$ cat src/rtl/ps2_pkg.sv
// rtl/ps2_pkg.sv - shared constants and types for the PS/2 mouse packet path
package ps2_pkg;

  typedef logic [1:0] state_t;

  localparam state_t B1   = 2'd0;
  localparam state_t B2   = 2'd1;
  localparam state_t B3   = 2'd2;
  localparam state_t DONE = 2'd3;

  localparam int PS2_PKT_BYTES = 3;

  localparam int BTN_LSB  = 0;
  localparam int SYNC_BIT = 3;
  localparam int XS_BIT   = 4;
  localparam int YS_BIT   = 5;
  localparam int XOV_BIT  = 6;
  localparam int YOV_BIT  = 7;

  // Byte1 minus its always-one sync bit, which carries no information once accepted.
  typedef struct packed {
    logic       yov;
    logic       xov;
    logic       ys;
    logic       xs;
    logic [2:0] btn;
  } byte1_t;

endpackage

$ cat src/rtl/ps2_timeout_cnt.sv
// rtl/ps2_timeout_cnt.sv - clear/enable counter that saturates at LIMIT-1 and flags it
module ps2_timeout_cnt #(
  parameter int LIMIT = 16
) (
  input  logic clk,
  input  logic reset,
  input  logic clr,
  input  logic en,
  output logic tc
);

  localparam int W = (LIMIT > 2) ? $clog2(LIMIT) : 1;
  localparam logic [W-1:0] TC_VAL = W'(LIMIT - 1);

  logic [W-1:0] count_q;

  assign tc = (count_q == TC_VAL);

  // Holding at the terminal value keeps the counter from ever wrapping.
  always_ff @(posedge clk or posedge reset) begin
    if (reset) begin
      count_q <= '0;
    end else if (clr) begin
      count_q <= '0;
    end else if (en && !tc) begin
      count_q <= count_q + 1'b1;
    end
  end

endmodule

$ cat src/rtl/ps2_mouse_pkt.sv
// rtl/ps2_mouse_pkt.sv - assembles PS/2 receiver bytes into 3-byte mouse packets
module ps2_mouse_pkt
  import ps2_pkg::*;
#(
  parameter int TIMEOUT = 1_250_000
) (
  input  logic       clk,
  input  logic       reset,
  input  logic       en,
  input  logic       rx_done_tick,
  input  logic [7:0] rx_data,
  output logic       rx_en,
  output logic [2:0] btn,
  output logic [8:0] xm,
  output logic [8:0] ym,
  output logic       xov,
  output logic       yov,
  output logic       m_done_tick,
  output logic       sync_err
);

  state_t     state_q;
  state_t     state_d;
  byte1_t     byte1_q;
  logic [7:0] byte2_q;
  logic       sync_err_q;

  logic in_pkt;
  logic tmo_tc;
  logic accept_b1;
  logic reject_b1;
  logic accept_b2;
  logic accept_b3;
  logic timeout;

  ps2_timeout_cnt #(
    .LIMIT(TIMEOUT)
  ) u_timeout (
    .clk  (clk),
    .reset(reset),
    .clr  (!in_pkt || rx_done_tick),
    .en   (in_pkt),
    .tc   (tmo_tc)
  );

  always_ff @(posedge clk or posedge reset) begin
    if (reset) begin
      state_q <= B1;
    end else begin
      state_q <= state_d;
    end
  end

  // DONE behaves like B1 for the incoming byte so back-to-back packets lose nothing.
  always_comb begin
    state_d = state_q;
    case (state_q)
      B1, DONE: begin
        if (en && rx_done_tick && rx_data[SYNC_BIT]) begin
          state_d = B2;
        end else begin
          state_d = B1;
        end
      end
      B2: begin
        if (rx_done_tick) begin
          state_d = B3;
        end else if (tmo_tc) begin
          state_d = B1;
        end
      end
      B3: begin
        if (rx_done_tick) begin
          state_d = DONE;
        end else if (tmo_tc) begin
          state_d = B1;
        end
      end
      default: state_d = B1;
    endcase
  end

  always_comb begin
    rx_en       = 1'b0;
    m_done_tick = 1'b0;
    in_pkt      = 1'b0;
    accept_b1   = 1'b0;
    reject_b1   = 1'b0;
    accept_b2   = 1'b0;
    accept_b3   = 1'b0;
    timeout     = 1'b0;
    case (state_q)
      B1, DONE: begin
        rx_en       = en;
        m_done_tick = (state_q == DONE);
        accept_b1   = en && rx_done_tick && rx_data[SYNC_BIT];
        reject_b1   = en && rx_done_tick && !rx_data[SYNC_BIT];
      end
      B2: begin
        rx_en     = 1'b1;
        in_pkt    = 1'b1;
        accept_b2 = rx_done_tick;
        timeout   = !rx_done_tick && tmo_tc;
      end
      B3: begin
        rx_en     = 1'b1;
        in_pkt    = 1'b1;
        accept_b3 = rx_done_tick;
        timeout   = !rx_done_tick && tmo_tc;
      end
      default: begin
        rx_en = 1'b0;
      end
    endcase
  end

  always_ff @(posedge clk or posedge reset) begin
    if (reset) begin
      byte1_q    <= '0;
      byte2_q    <= '0;
      btn        <= '0;
      xm         <= '0;
      ym         <= '0;
      xov        <= 1'b0;
      yov        <= 1'b0;
      sync_err_q <= 1'b0;
    end else begin
      sync_err_q <= reject_b1 || timeout;
      if (accept_b1) begin
        byte1_q.btn <= rx_data[BTN_LSB +: 3];
        byte1_q.xs  <= rx_data[XS_BIT];
        byte1_q.ys  <= rx_data[YS_BIT];
        byte1_q.xov <= rx_data[XOV_BIT];
        byte1_q.yov <= rx_data[YOV_BIT];
      end
      if (accept_b2) begin
        byte2_q <= rx_data;
      end
      // Byte3 goes straight to the outputs on the edge that samples it.
      if (accept_b3) begin
        btn <= byte1_q.btn;
        xm  <= {byte1_q.xs, byte2_q};
        ym  <= {byte1_q.ys, rx_data};
        xov <= byte1_q.xov;
        yov <= byte1_q.yov;
      end
    end
  end

  assign sync_err = sync_err_q;

endmodule

$ cat config.mk
export PLATFORM = sky130hd
export DESIGN_NAME = ps2_mouse_pkt
export DESIGN_NICKNAME = d
export VERILOG_FILES = /design/src/rtl/ps2_pkg.sv /design/src/rtl/ps2_timeout_cnt.sv /design/src/rtl/ps2_mouse_pkt.sv
export SDC_FILE = /design/constraint.sdc
export NUM_CORES = 1
export LEC_CHECK = 0
export BUFFER_PORTS_ARGS = -buffer_cell sky130_fd_sc_hd__buf_4
export CORE_UTILIZATION = 40
export CTS_BUF_LIST = sky130_fd_sc_hd__clkbuf_16
export CTS_CLUSTER_DIAMETER = 30
export DETAILED_ROUTE_END_ITERATION = 10
export PLACE_DENSITY = 0.66
export SYNTH_ARGS = -nofsm -noshare
export SYNTH_HDL_FRONTEND = slang
export SYNTH_SLANG_ARGS = --single-unit
$ cat constraint.sdc
create_clock -name clk -period 1.8 [get_ports clk]
set_input_delay 0.27 -clock clk [delete_from_list [all_inputs] [get_ports clk]]
set_output_delay 0.27 -clock clk [all_outputs]
set_load 0.005 [all_outputs]
==> results of run 1 <==
-- final timing paths --
path                                                   from  cells past startpoint                                 to  slack [ps]
setup / recovery                       state_q[1]$_DFF_PP0_                      4                              rx_en         110
hold / removal                                        reset                      3  u_timeout.count_q[12]$_DFFE_PP0P_          20
setup reg to reg           u_timeout.count_q[0]$_DFFE_PP0P_                      5  u_timeout.count_q[20]$_DFFE_PP0P_         120
hold reg to reg                      byte1_q[1]$_DFFE_PP0P_                      1             byte1_q[1]$_DFFE_PP0P_         500
max in group asynchronous                             reset                      3  u_timeout.count_q[17]$_DFFE_PP0P_        1500
min in group clk                                 rx_data[4]                      2             byte1_q[3]$_DFFE_PP0P_         190
-- synth_stat cells, types with 2 or more instances --
library cell / instances
sky130_fd_sc_hd__dfrtp_1: 62
sky130_fd_sc_hd__mux2_2: 38
sky130_fd_sc_hd__nand2_1: 11
sky130_fd_sc_hd__a21oi_1: 10
sky130_fd_sc_hd__nor2_1: 9
sky130_fd_sc_hd__o21ai_0: 9
sky130_fd_sc_hd__nand3_1: 7
sky130_fd_sc_hd__nand4_1: 7
sky130_fd_sc_hd__xor2_1: 7
sky130_fd_sc_hd__buf_2: 5
sky130_fd_sc_hd__inv_1: 5
sky130_fd_sc_hd__or3_1: 5
sky130_fd_sc_hd__or4_1: 5
sky130_fd_sc_hd__ha_1: 4
sky130_fd_sc_hd__and3_1: 3
sky130_fd_sc_hd__buf_4: 3
sky130_fd_sc_hd__o31ai_1: 3
sky130_fd_sc_hd__a31oi_1: 2
sky130_fd_sc_hd__nand2b_1: 2
sky130_fd_sc_hd__nor3_1: 2
sky130_fd_sc_hd__nor4b_1: 2
sky130_fd_sc_hd__o211ai_1: 2
sky130_fd_sc_hd__o21a_1: 2
-- cell families after synthesis --
kind of cell / count (synthesis)
buf+inv: 14
fa+ha+maj: 4
mux: 38
simple gates: 63
compound gates: 31
flops: 62
xor+xnor: 7
-- through the flow --
| stage | hold WS (ps) | util [%] | power, W | setup WS [ps] |
|---|---|---|---|---|
| CTS | 46.1 | 54.0 | 0.00360 | 70.6 |
| floorplan | 389 | - | 0.00176 | 21.1 |
| detailed placement | 384 | 49.4 | 0.00192 | 93.5 |
| finish | 21.1 | 54.2 | 0.00355 | 106 |
| global placement | 388 | 49.4 | 0.00191 | 134 |
| global route | 56.8 | 54.2 | 0.00369 | 1.89 |
-- registers in the layout, summed over array words and instances (netlist names) --
register	cells
u_timeout.count_q	21
sync_err	1
xov	1
yov	1
byte1_q	7
xm	9
state_q	2
ym	9
byte2_q	8
btn	3
-- report_power, final --
group | switching [W] | leakage [nW] | total (W) | internal, W
logic | 0.000114 | 0.652 | 0.000305 | 0.000192
registers | 0.0000665 | 0.819 | 0.00159 | 0.00153
clock network | 0.000591 | 0.140 | 0.00165 | 0.00106
-- final cells by class --
class	count	area (sq um)	share of cell area, %
clock buffer	9	225	6.43
inverter	5	22.5	0.643
tap	77	96.3	2.75
sequential	62	1550	44.3
timing repair buffer	52	415	11.9
clock inverter	7	66.3	1.89
multi-input combinational	143	1130	32.1
-- layout by cell type, fill, tap and decap left out, types with 3 or more instances in the layout --
master	instances
sky130_fd_sc_hd__or3_1	5
sky130_fd_sc_hd__nor2_1	9
sky130_fd_sc_hd__clkinvlp_4	3
sky130_fd_sc_hd__mux2_2	38
sky130_fd_sc_hd__inv_1	5
sky130_fd_sc_hd__nand4_1	7
sky130_fd_sc_hd__a21oi_1	10
sky130_fd_sc_hd__or4_1	5
sky130_fd_sc_hd__xor2_1	7
sky130_fd_sc_hd__ha_1	3
sky130_fd_sc_hd__dfrtp_1	62
sky130_fd_sc_hd__o21ai_0	9
sky130_fd_sc_hd__clkbuf_16	9
sky130_fd_sc_hd__nand2_1	11
sky130_fd_sc_hd__buf_4	50
sky130_fd_sc_hd__nand3_1	7
sky130_fd_sc_hd__o31ai_1	3
-- worst max-delay path, delay by kind of cell (launching register included) --
family	cells	cell delay, ps
flops	1	400
buf+inv	2	280
simple gates	1	50
fa+ha+maj	1	370
-- metal layers --
metal	wire [um]	track usage, %
met1	2360	19.3
met2	2680	27.8
met3	272	5.01
met4	86	7.55
met5	0	0
-- repair_timing --
action                                  4_1_cts  5_1_grt
gates resized for setup                       0        4
endpoints found under the setup margin        0        7
buffers inserted                              0        1
hold endpoints to repair                      0        0
==> reports/summary.json, run 1 <==
{
  "critical_path": {
    "timing.critical_path.slowest_cell_delay_ps": 400,
    "cp-start-kind": "flop",
    "critPathMaxFanout": 5,
    "critical_path_slowest_stage_cell": "sky130_fd_sc_hd__dfrtp_1",
    "timing.setup.critical_path_class": "reg -> out",
    "cpMostUsedCell": "sky130_fd_sc_hd__buf_4",
    "crit_path_end_kind": "output port",
    "critical_path_required_ps": 1530,
    "worstPathArrival_ps": 1420,
    "crit_chain": "ha_1 > buf_4 > nand2b_1 > buf_4"
  },
  "global_route": {
    "grt_pass1_vias": 1935,
    "global_route.usage.total_pct": 16.5,
    "grt.overflow.total": 0,
    "grt_start_max_net_pins": 63,
    "antenna_found_initial": 0,
    "grt_first_pass_wirelength_um": 9110
  },
  "sta": {
    "setup_total_negative_slack_ps": 0,
    "maxSlewViolCount": 0,
    "report.final.setup_viol": 0,
    "fin_crit_sh_pct": 94.1,
    "rsz0062_at_grt": "no",
    "fmax_ghz": 0.590,
    "finalHoldViolCount": 0,
    "worst_slew_margin_rel_pct": 77.9,
    "post-route-min-period_ps": 1690,
    "clock-skew-final_ps": 5.64,
    "worst-slew-pin-transition_ps": 332
  },
  "clocking": {
    "tritoncts_num_sinks": 62,
    "cts-hold-fix-buffers": 0,
    "cts_buffer_depth": 2,
    "clkLatencyLatePin_ps": 320,
    "tritoncts.num_buffers": 9,
    "tritoncts": "yes",
    "root_buffer": "sky130_fd_sc_hd__clkbuf_16",
    "htree_levels": 3,
    "clkSlewWorstSetupHoldPaths_ps": 50
  },
  "finish": {
    "drive_gt1_share_pct": 41.4,
    "area_growth_syn_to_fin_pct": 28.0,
    "finished_layout_cell_area_sq_um": 3500,
    "nets": 289,
    "finish.cell_count_without_fillers": 355,
    "antenna_cells": 0,
    "fillers": 556
  },
  "status": {
    "status": "completed"
  },
  "synth": {
    "synth_simple_gate_area_share_pct": 14.0,
    "share_of_synthesized_registers_carrying_an_async_set_or_reset_pct": 100,
    "synth_area_leaders": "sky130_fd_sc_hd__dfrtp_1, sky130_fd_sc_hd__mux2_2, sky130_fd_sc_hd__xor2_1",
    "synth-compound-area-share_pct": 7.04,
    "xor_xnor_fraction_of_synth_area_pct": 2.24,
    "synth_enable_flop_cells": 0,
    "area_of_the_mapped_netlist_sq_um": 2740,
    "synth.mux.area_fraction_pct": 15.6,
    "synth-seq-area-share_pct": 56.7,
    "synth.yosys.warnings": 0,
    "synth_top_area_share_pct": 56.7,
    "avgSynthCellArea_sq_um": 12.5,
    "cell_type_with_the_largest_total_area_after_synthesis": "sky130_fd_sc_hd__dfrtp_1",
    "main_combinational_cell_family_by_area_after_synthesis": "multiplexers",
    "ys_seq_elements": 62,
    "yosys.area_share.adder_pct": 1.83,
    "syn_inst": 219,
    "postSynth.topFlopCell": "sky130_fd_sc_hd__dfrtp_1",
    "synth.net_count": 235,
    "synth.lib_cells_used.distinct": 37
  },
  "placed_design": {
    "buffer_ports.inserted": 37,
    "detailed_place.area_sq_um": 3190,
    "detailedPlacementHpwl_um": 3650,
    "numPlacedInstances": 338,
    "final_replace_weighted_congestion": 0.781
  },
  "detailed_routing": {
    "detail_route.wirelength_um": 5400,
    "vias": 1894,
    "routed_wire_length_per_instance_um": 15.2,
    "postRouteAntennaNets": 0,
    "detail_route.iter0.violations": 121,
    "drt_pre_antenna_iters": 4,
    "drc": 0,
    "vias_per_cell": 5.34
  },
  "floorplan": {
    "fp-row-count": 29,
    "core-area_sq_um": 6460,
    "dieArea_sq_um": 7180,
    "die_w_um": 84.7,
    "fp.dieH_um": 84.7,
    "io_pins": 38,
    "floorplan.initialDensity_pct": 42.4
  },
  "run": {
    "cap_violations": 0
  },
  "power": {
    "pleak_nw": 1.61,
    "ir_worst_vdd_mv": 0.750,
    "power_density_nw_per_um2": 1010
  },
  "hold_path": {
    "min_path_type": "in -> async"
  }
}
(Power assumes the default switching activity.)
==> inputs of run 2 (changes only) <==
--- a/config.mk
+++ b/config.mk
@@ -12,4 +12,5 @@
 export DETAILED_ROUTE_END_ITERATION = 10
 export PLACE_DENSITY = 0.66
+export SETUP_SLACK_MARGIN = 0.3
 export SYNTH_ARGS = -nofsm -noshare
 export SYNTH_HDL_FRONTEND = slang
==> constraint.sdc (replaced) <==
create_clock -name clk -period 1.8 [get_ports clk]
set_input_delay 0.18 -clock clk [delete_from_list [all_inputs] [get_ports clk]]
set_output_delay 0.18 -clock clk [all_outputs]
set_load 0.005 [all_outputs]
==> run 2 against run 1 <==
Compared with the run above:
- cell count grew 7.0%
- power grew 5.2%
- via count grew 9.0%
- global-route usage rose by 1.2 points
- worst setup slack better by 85 ps
- hold slack gained 87 ps
- clock skew grew 1.7 ps
- first-iteration DRC count is 17% lower
- maximum frequency grew 5.3%
- sequential share of layout area shrank 4.6 points
- flip-flop and latch count unchanged
==> reports/summary.json, run 2 (same netlist as run 1, synthesis figures left out) <==
{
  "critical_path": {
    "critPathMaxFanout": {"value": 4, "change": "was 5"},
    "critical_path.reg2reg.endpoint": {"value": "u_timeout.count_q[11]$_DFFE_PP0P_", "change": "was u_timeout.count_q[20]$_DFFE_PP0P_"},
    "timing.reg2reg.worst_path_depth": {"value": 5, "change": "unchanged"},
    "worstPathArrival": {"value": 1850, "unit": "ps", "change": "was 1420 ps"},
    "crit_path_end_kind": {"value": "flop", "change": "was output port"},
    "cp-start-kind": {"value": "flop", "change": "unchanged"},
    "critical_path_required": {"value": 2050, "unit": "ps", "change": "was 1530 ps"},
    "timing.setup.critical_path_class": {"value": "reg -> reg", "change": "was reg -> out"},
    "rrSetupSlack": {"value": 190, "unit": "ps", "change": "was 120 ps"},
    "worst_r2r_startpoint": {"value": "state_q[0]$_DFF_PP0_", "change": "was u_timeout.count_q[0]$_DFFE_PP0P_"}
  },
  "sta": {
    "worst_slew_margin_rel": {"value": 78.3, "unit": "%", "change": "was 77.9%"},
    "finalHoldViolCount": {"value": 0, "change": "unchanged"},
    "clock-skew-final": {"value": 7.35, "unit": "ps", "change": "was 5.64 ps"},
    "setup_total_negative_slack": {"value": 0, "unit": "ps", "change": "unchanged"},
    "maxSlewViolCount": {"value": 0, "change": "unchanged"},
    "post-route-min-period": {"value": 1610, "unit": "ps", "change": "was 1690 ps"},
    "fin_crit_sh": {"value": 89.4, "unit": "%", "change": "was 94.1%"},
    "worst-slew-pin-transition": {"value": 325, "unit": "ps", "change": "was 332 ps"},
    "fmax": {"value": 0.622, "unit": "GHz", "change": "was 0.590 GHz"},
    "rsz0062_at_grt": {"value": "yes", "change": "was no"},
    "report.final.setup_viol": {"value": 0, "change": "unchanged"}
  },
  "finish": {
    "largest_register_ffs": {"value": 21, "change": "unchanged"},
    "antenna_cells": {"value": 0, "change": "unchanged"},
    "nets": {"value": 314, "change": "was 289"},
    "fillers": {"value": 516, "change": "was 556"},
    "drive_gt1_share": {"value": 53.8, "unit": "%", "change": "was 41.4%"},
    "multi_input_area": {"value": 1300, "unit": "sq um", "change": "was 1130 sq um"},
    "layout.area.seq": {"value": 1550, "unit": "sq um", "change": "about the same"},
    "finish.cell_count_without_fillers": {"value": 380, "change": "was 355"},
    "finished_layout_cell_area": {"value": 3920, "unit": "sq um", "change": "was 3500 sq um"},
    "mostFrequentLayoutCells": {"value": "sky130_fd_sc_hd__buf_4, sky130_fd_sc_hd__dfrtp_1, sky130_fd_sc_hd__mux2_2", "change": "was sky130_fd_sc_hd__dfrtp_1, sky130_fd_sc_hd__buf_4, sky130_fd_sc_hd__mux2_2"},
    "most_common_cell_after_layout_fill_and_taps_aside": {"value": "sky130_fd_sc_hd__buf_4", "change": "was sky130_fd_sc_hd__dfrtp_1"},
    "registers_with_the_most_flip_flops": {"value": "u_timeout.count_q (21), xm (9), ym (9)", "change": "unchanged"},
    "area_growth_syn_to_fin": {"value": 43.1, "unit": "%", "change": "was 28.0%"},
    "finalCoreUtilization": {"value": 60.6, "unit": "%", "change": "was 54.2%"},
    "largest_register": {"value": "u_timeout.count_q", "change": "unchanged"}
  },
  "floorplan": {
    "core-area": {"value": 6460, "unit": "sq um", "change": "unchanged"},
    "io_pins": {"value": 38, "change": "unchanged"},
    "die_w": {"value": 84.7, "unit": "um", "change": "unchanged"},
    "dieArea": {"value": 7180, "unit": "sq um", "change": "unchanged"},
    "fp-row-count": {"value": 29, "change": "unchanged"},
    "floorplan.initialDensity": {"value": 42.4, "unit": "%", "change": "unchanged"},
    "fp.dieH": {"value": 84.7, "unit": "um", "change": "unchanged"}
  },
  "clocking": {
    "root_buffer": {"value": "sky130_fd_sc_hd__clkbuf_16", "change": "unchanged"},
    "tritoncts": {"value": "yes", "change": "unchanged"},
    "tritoncts.num_buffers": {"value": 9, "change": "unchanged"},
    "cts_buffer_depth": {"value": 2, "change": "unchanged"},
    "htree_levels": {"value": 3, "change": "unchanged"},
    "clkSlewWorstSetupHoldPaths": {"value": 50, "unit": "ps", "change": "about the same"},
    "tritoncts_num_sinks": {"value": 62, "change": "unchanged"},
    "clkLatencyLatePin": {"value": 320, "unit": "ps", "change": "about the same"}
  },
  "global_route": {
    "global_route.usage.total": {"value": 17.7, "unit": "%", "change": "was 16.5%"},
    "grt_first_pass_wirelength": {"value": 9940, "unit": "um", "change": "was 9110 um"},
    "grt_pass1_vias": {"value": 2159, "change": "was 1,935"},
    "grt.overflow.total": {"value": 0, "change": "unchanged"},
    "grt_start_max_net_pins": {"value": 63, "change": "unchanged"},
    "antenna_found_initial": {"value": 0, "change": "unchanged"}
  },
  "hold_path": {
    "hold_end": "ym[0]$_DFFE_PP0P_",
    "hold_depth": 2,
    "min_from": "rx_data[0]",
    "min_path_type": {"value": "in -> reg", "change": "was in -> async"}
  },
  "detailed_routing": {
    "detail_route.wirelength": {"value": 5950, "unit": "um", "change": "was 5400 um"},
    "routed_wire_length_per_instance": {"value": 15.6, "unit": "um", "change": "was 15.2 um"},
    "postRouteAntennaNets": {"value": 0, "change": "unchanged"},
    "vias_per_cell": {"value": 5.43, "change": "was 5.34"},
    "drc": {"value": 0, "change": "unchanged"},
    "vias": {"value": 2065, "change": "was 1,894"},
    "detail_route.iter0.violations": {"value": 100, "change": "was 121"},
    "drt_pre_antenna_iters": {"value": 4, "change": "unchanged"}
  },
  "power": {
    "ir_worst_vdd": {"value": 0.662, "unit": "mV", "change": "was 0.750 mV"},
    "share_comb_of_total_power": {"value": 9.2, "unit": "%", "change": "was 8.6%"},
    "seq_power_share": {"value": 42.7, "unit": "%", "change": "was 44.9%"},
    "netSwitchingFraction": {"value": 20.9, "unit": "%", "change": "was 21.7%"},
    "pleak": {"value": 1.86, "unit": "nW", "change": "was 1.61 nW"},
    "power_density": {"value": 954, "unit": "nW/um^2", "change": "was 1010 nW/um^2"},
    "netSwitchingPower": {"value": 0.000781, "unit": "W", "change": "was 0.000771 W"},
    "cell_internal_pwr": {"value": 0.00295, "unit": "W", "change": "was 0.00278 W"},
    "power_frac_clock": {"value": 48.1, "unit": "%", "change": "was 46.5%"}
  },
  "placed_design": {
    "detailedPlacementHpwl": {"value": 3540, "unit": "um", "change": "was 3650 um"},
    "buffer_ports.inserted": {"value": 37, "change": "unchanged"},
    "detailed_place.area": {"value": 3190, "unit": "sq um", "change": "about the same"},
    "numPlacedInstances": {"value": 333, "change": "was 338"},
    "final_replace_weighted_congestion": {"value": 0.816, "change": "was 0.781"}
  },
  "run": {
    "cap_violations": {"value": 0, "change": "unchanged"}
  },
  "status": {
    "status": {"value": "completed", "change": "unchanged"}
  }
}
==> run 2: area by class of cell <==
cell class | count | area share, %
Clock buffer | 9 | 5.75
Clock inverter | 7 | 2.30
Inverter | 5 | 0.575
Multi-Input combinational cell | 143 | 33.1
Sequential cell | 62 | 39.7
Tap cell | 77 | 2.46
Timing Repair Buffer | 77 | 16.1
==> run 2: what timing repair did <==
item,4_1_cts,5_1_grt
pin swaps,8,12
setup endpoints to repair,24,32
hold endpoints to repair,62,0
hold buffers,1,0
setup buffers,22,8
gates resized for setup,12,33
==> run 2: power by group through the flow <==
stage	sequential, W	combinational, W	clock (W)
global placement	0.00161	0.000298	0
CTS	0.00159	0.000321	0.00182
detailed placement	0.00162	0.000307	0
floorplan	0.00160	0.000160	0
finish	0.00159	0.000345	0.00179
global route	0.00161	0.000378	0.00188
==> run 2: worst max path at each step <==
stage / from / to / cells after the start
finish: state_q[0]$_DFF_PP0_ / u_timeout.count_q[11]$_DFFE_PP0P_ / 5
detailed placement: u_timeout.count_q[0]$_DFFE_PP0P_ / u_timeout.count_q[20]$_DFFE_PP0P_ / 5
CTS: u_timeout.count_q[15]$_DFFE_PP0P_ / u_timeout.count_q[3]$_DFFE_PP0P_ / 5
floorplan: state_q[1]$_DFF_PP0_ / u_timeout.count_q[17]$_DFFE_PP0P_ / 5
global route: u_timeout.count_q[15]$_DFFE_PP0P_ / u_timeout.count_q[1]$_DFFE_PP0P_ / 5
global placement: state_q[1]$_DFF_PP0_ / u_timeout.count_q[11]$_DFFE_PP0P_ / 4
==> run 2: worst max-delay path, cell delays in order, from the launching register on <==
cell	delay [ps]
sky130_fd_sc_hd__dfrtp_1	400
sky130_fd_sc_hd__inv_2	80
sky130_fd_sc_hd__ha_4	210
sky130_fd_sc_hd__or2_4	250
sky130_fd_sc_hd__or4_1	500
sky130_fd_sc_hd__o21ai_1	100
==> run 2: routing by layer <==
metal  vias up  track usage (%)  share of wire, %
met5         -                0                 0
met4         0             8.01               1.2
met3         7             4.03               3.9
met2        46             30.7                52
met1      1051             20.9                43
li1        961                -                 -
==> run 2: per-stage QoR <==
step	power, W	setup slack, ps	hold WS [ps]
floorplan	0.00176	128	299
global placement	0.00191	168	295
detailed placement	0.00192	131	296
CTS	0.00373	217	103
global route	0.00387	126	110
finish	0.00373	191	108
